<file path="src/rtl/dffes_scan_readback.sv">
// Readback serializer: snapshots WIDTH flop Q outputs on start and streams them
// out one bit per accepted beat over a valid/ready serial link.
module dffes_scan_readback #(
    parameter int unsigned WIDTH     = 16,
    parameter bit          MSB_FIRST = 1'b1
) (
    input  logic             clk,
    input  logic             R,
    input  logic             start,
    input  logic [WIDTH-1:0] data_in,
    output logic             serial_out,
    output logic             serial_valid,
    input  logic             serial_ready,
    output logic             busy,
    output logic             done
);

    localparam int unsigned CW = (WIDTH > 1) ? $clog2(WIDTH) : 1;

    typedef enum logic [1:0] {
        ST_IDLE  = 2'd0,
        ST_SHIFT = 2'd1,
        ST_DONE  = 2'd2
    } state_t;

    state_t           state_q, state_d;
    logic [WIDTH-1:0] shift_q, shift_d, shift_adv;
    logic [CW-1:0]    cnt_q, cnt_d;
    logic             serial_out_q, serial_out_d;
    logic             serial_valid_q, serial_valid_d;
    logic             busy_q, busy_d;
    logic             done_q, done_d;
    logic             first_bit;
    logic             next_bit;

    // Output-end bit selection; fill bit shifted in is always 0.
    always_comb begin
        if (MSB_FIRST) begin
            shift_adv = shift_q << 1;
            first_bit = data_in[WIDTH-1];
            next_bit  = shift_adv[WIDTH-1];
        end else begin
            shift_adv = shift_q >> 1;
            first_bit = data_in[0];
            next_bit  = shift_adv[0];
        end
    end

    always_ff @(posedge clk or negedge R) begin
        if (!R) begin
            state_q        <= ST_IDLE;
            shift_q        <= '0;
            cnt_q          <= '0;
            serial_out_q   <= 1'b0;
            serial_valid_q <= 1'b0;
            busy_q         <= 1'b0;
            done_q         <= 1'b0;
        end else begin
            state_q        <= state_d;
            shift_q        <= shift_d;
            cnt_q          <= cnt_d;
            serial_out_q   <= serial_out_d;
            serial_valid_q <= serial_valid_d;
            busy_q         <= busy_d;
            done_q         <= done_d;
        end
    end

    always_comb begin
        state_d        = state_q;
        shift_d        = shift_q;
        cnt_d          = cnt_q;
        serial_out_d   = serial_out_q;
        serial_valid_d = serial_valid_q;
        busy_d         = busy_q;
        done_d         = done_q;

        unique case (state_q)
            ST_IDLE: begin
                if (start) begin
                    shift_d        = data_in;
                    cnt_d          = CW'(WIDTH - 1);
                    busy_d         = 1'b1;
                    serial_valid_d = 1'b1;
                    serial_out_d   = first_bit;
                    state_d        = ST_SHIFT;
                end
            end
            ST_SHIFT: begin
                if (serial_valid_q && serial_ready) begin
                    if (cnt_q == '0) begin
                        serial_valid_d = 1'b0;
                        done_d         = 1'b1;
                        busy_d         = 1'b0;
                        state_d        = ST_DONE;
                    end else begin
                        shift_d      = shift_adv;
                        serial_out_d = next_bit;
                        cnt_d        = cnt_q - CW'(1);
                    end
                end
            end
            ST_DONE: begin
                done_d  = 1'b0;
                state_d = ST_IDLE;
            end
            default: begin
                state_d = ST_IDLE;
            end
        endcase
    end

    assign serial_out   = serial_out_q;
    assign serial_valid = serial_valid_q;
    assign busy         = busy_q;
    assign done         = done_q;

endmodule

</file>
<file path="config.mk">
export PLATFORM = sky130hd
export DESIGN_NAME = dffes_scan_readback
export DESIGN_NICKNAME = d
export VERILOG_FILES = /design/src/rtl/dffes_scan_readback.sv
export SDC_FILE = /design/constraint.sdc
export NUM_CORES = 1
export LEC_CHECK = 0
export CORE_AREA = 2 2 51 53
export CTS_CLUSTER_DIAMETER = 80
export DETAILED_ROUTE_END_ITERATION = 10
export DIE_AREA = 0 0 53 55
export DONT_BUFFER_PORTS = 1
export GPL_ROUTABILITY_DRIVEN = 0
export PLACE_DENSITY_LB_ADDON = 0.2
export SLEW_MARGIN = 20
export SYNTH_ARGS = -nofsm -noshare
export SYNTH_HDL_FRONTEND = slang
export SYNTH_SLANG_ARGS = --single-unit
</file>
<file path="constraint.sdc">
create_clock -name clk -period 2.2 [get_ports clk]
set_input_delay 0.55 -clock clk [delete_from_list [all_inputs] [get_ports clk]]
set_output_delay 0.55 -clock clk [all_outputs]
set_load 0.01 [all_outputs]
</file>
==> impl_metrics.ini <==
[placement]
dpl_cell_area_um2 = 1350
port_buffers = 0
dp.cells = 125
dp_hpwl_um = 1500

[pwr]
p_leak_nw = 0.665
power_frac_seq_pct = 48.2
powerDensity_nw_per_um2 = 988
vdd_drop_max_uv = 592
p_comb_share_pct = 28.6
power.internal_mw = 1.05
switching_share_pct = 24.6
pwr-share-clk_pct = 23.2
p_sw_mw = 0.342

[grt]
grt_pass1_vias = 752
grt_start_max_net_pins = 25
grt_pass1_wl_um = 3260
antenna_found_initial = 0
grt-ovfl-total = 0
track_usage_pct = 15.4

[finish]
area_growth_pct = 5.24
stdcell_count = 130
final_common_cell = dfrtp_1
final_nets = 122
antenna_cells = 0
nFillCells = 205
drive_gt1_share_pct = 41.0
final_area_um2 = 1410
final_cell_mix = dfrtp_1 (24), mux2_2 (17), mux2_4 (13)

[clock_network]
htreeDepth = 1
ctsRootBufferMaster = clkbuf_4
clkTransAtPathRegs_ns = 0.14
cts_sinks = 24
clock_path_buffers = 2
cts_setup_buffers = 0
ctsResizeCount = 0
cts_hold_buf = 1
clock_latency_ns = 0.32
tritoncts = yes
numCtsBuffers = 3

[synthesis]
synthCells = 98
syn_avg_cell_area_um2 = 13.6
syn-num-nets = 119
ys_seq_area_share_pct = 44.9
synth_area_um2 = 1340
synth_top_area_share_pct = 44.9
synth_enable_flop_cells = 0
ys_ff_latch = 24
synth_largest_area_cell = dfrtp_1
synth_area_leaders = dfrtp_1 (45%), mux2_4 (15%), mux2_2 (14%)
synthFlopType = dfrtp_1
async_flop_share_pct = 100
yosys.cell_types.count = 31
ys_warn_count = 0

[critical_path]
startpoint = cnt_q[0]
setup.worst_path.end = shift_q[13]
crit_type = reg2reg
critPathArrivalTime_ns = 2.03
timing.rr.start = cnt_q[0]
endpoint_kind = flip-flop
reg2reg_to = shift_q[13]
cp_max_fo = 18
start_kind = flip-flop
worstPathRequired_ns = 2.42
timing.reg2reg.setup_slack_ns = 0.39
reg2reg_depth = 6

[floorplan]
core_um2 = 2360
dieArea_um2 = 2920
core.rowCount = 18
die_h_um = 55
start_util_pct = 56.5
die_width_um = 53
io_pins = 24

[route]
wl_per_cell_um = 16.1
routed_via_density = 5.88
wl_um = 2090
postRouteAntennaNets = 0
dr.pass1.iters = 4
via_count = 764
drtIter0Drc = 12
drc_errors = 0

[timing]
finClkSkew_ns = 0.00350
setup_viol = 0
rsz0062_at_grt = no
relSlewSlack_pct = 59.6
fin_crit_ns = 1.81
worst_pin_slew_ns = 0.605
maxSlewViolCount = 0
fin_tns_setup_ns = 0
hold_viol_final = 0
fin_crit_sh_pct = 82.4
fmax_mhz = 552

[run]
max-cap-violations = 0

[hold_path]
hp-class = in2async

[run_status]
status = finished clean
[power by group through the flow]
| stage | registers, mW | logic, mW | clock network [mW] |
|---|---|---|---|
| global route | 0.690 | 0.434 | 0.350 |
| detailed placement | 0.682 | 0.391 | 0 |
| floorplan | 0.653 | 0.358 | 0 |
| global placement | 0.674 | 0.381 | 0 |
| CTS | 0.672 | 0.405 | 0.325 |
| finish | 0.671 | 0.398 | 0.322 |
[metal layers]
metal	global-route usage [%]	up-vias	part of all wire (%)
met1	19.6	383	46
met3	5.11	2	7.3
li1	-	355	-
met4	5.98	0	0.57
met2	24.6	24	46
met5	0	-	0
[critical path: stages (launching register included)]
cell	delay (ns)
dfrtp_1	0.43
inv_1	0.06
ha_1	0.23
nor4bb_2	0.20
a211oi_4	0.25
buf_12	0.20
mux2_2	0.34
[flip-flops by register name (all words and copies together), names as in the netlist]
signal / flops
shift_q: 15
cnt_q: 4
state_q: 2
busy: 1
done: 1
serial_out: 1
[layout make-up]
class / instances / area [um2] / share of cell area [%]
Multi-Input combinational cell: 63 / 661 / 47.0
Sequential cell: 24 / 601 / 42.7
Clock inverter: 1 / 30.0 / 2.14
Tap cell: 30 / 37.5 / 2.67
Clock buffer: 3 / 22.5 / 1.60
Timing Repair Buffer: 3 / 32.5 / 2.31
Inverter: 6 / 22.5 / 1.60
[worst min-delay path by stage]
stage                from    endpoint
finish                  R  shift_q[7]
global route            R  shift_q[7]
CTS                 start  state_q[0]
global placement        R  shift_q[8]
floorplan               R        busy
detailed placement      R  shift_q[9]
[cell usage after synthesis, types with 2 or more instances]
cell type and count:
nor2_1 2, nand2b_1 3, o2bb2ai_1 2, buf_6 4
a21oi_1 2, dfrtp_1 24, nor2b_1 2, inv_1 6
mux2_4 13, mux2i_1 2, a2bb2oi_1 2, mux2_2 17
[through the flow]
stage / total power, mW / worst slack, ns / util, % / hold WS (ns)
floorplan: 1.01 / 0.351 / - / 0.254
detailed placement: 1.07 / 0.396 / 57.0 / 0.255
finish: 1.39 / 0.388 / 59.5 / 0.183
global route: 1.47 / 0.314 / 59.5 / 0.210
CTS: 1.40 / 0.385 / 59.7 / 0.388
global placement: 1.06 / 0.435 / 57.0 / 0.255
[logic make-up (layout without fill, tap and decap cells)]
group	count (synthesis)	in the layout	share of synthesized area, %
multiplexers	32	32	30.4
buffers and inverters	11	13	5.62
flip-flops	24	24	44.9
AND/OR/NAND/NOR	17	17	9.36
adder cells (fa/ha/maj)	1	1	0.936
AO/OA/AOI/OAI	13	13	8.71
Note: power is estimated with default switching activity, not from simulation.
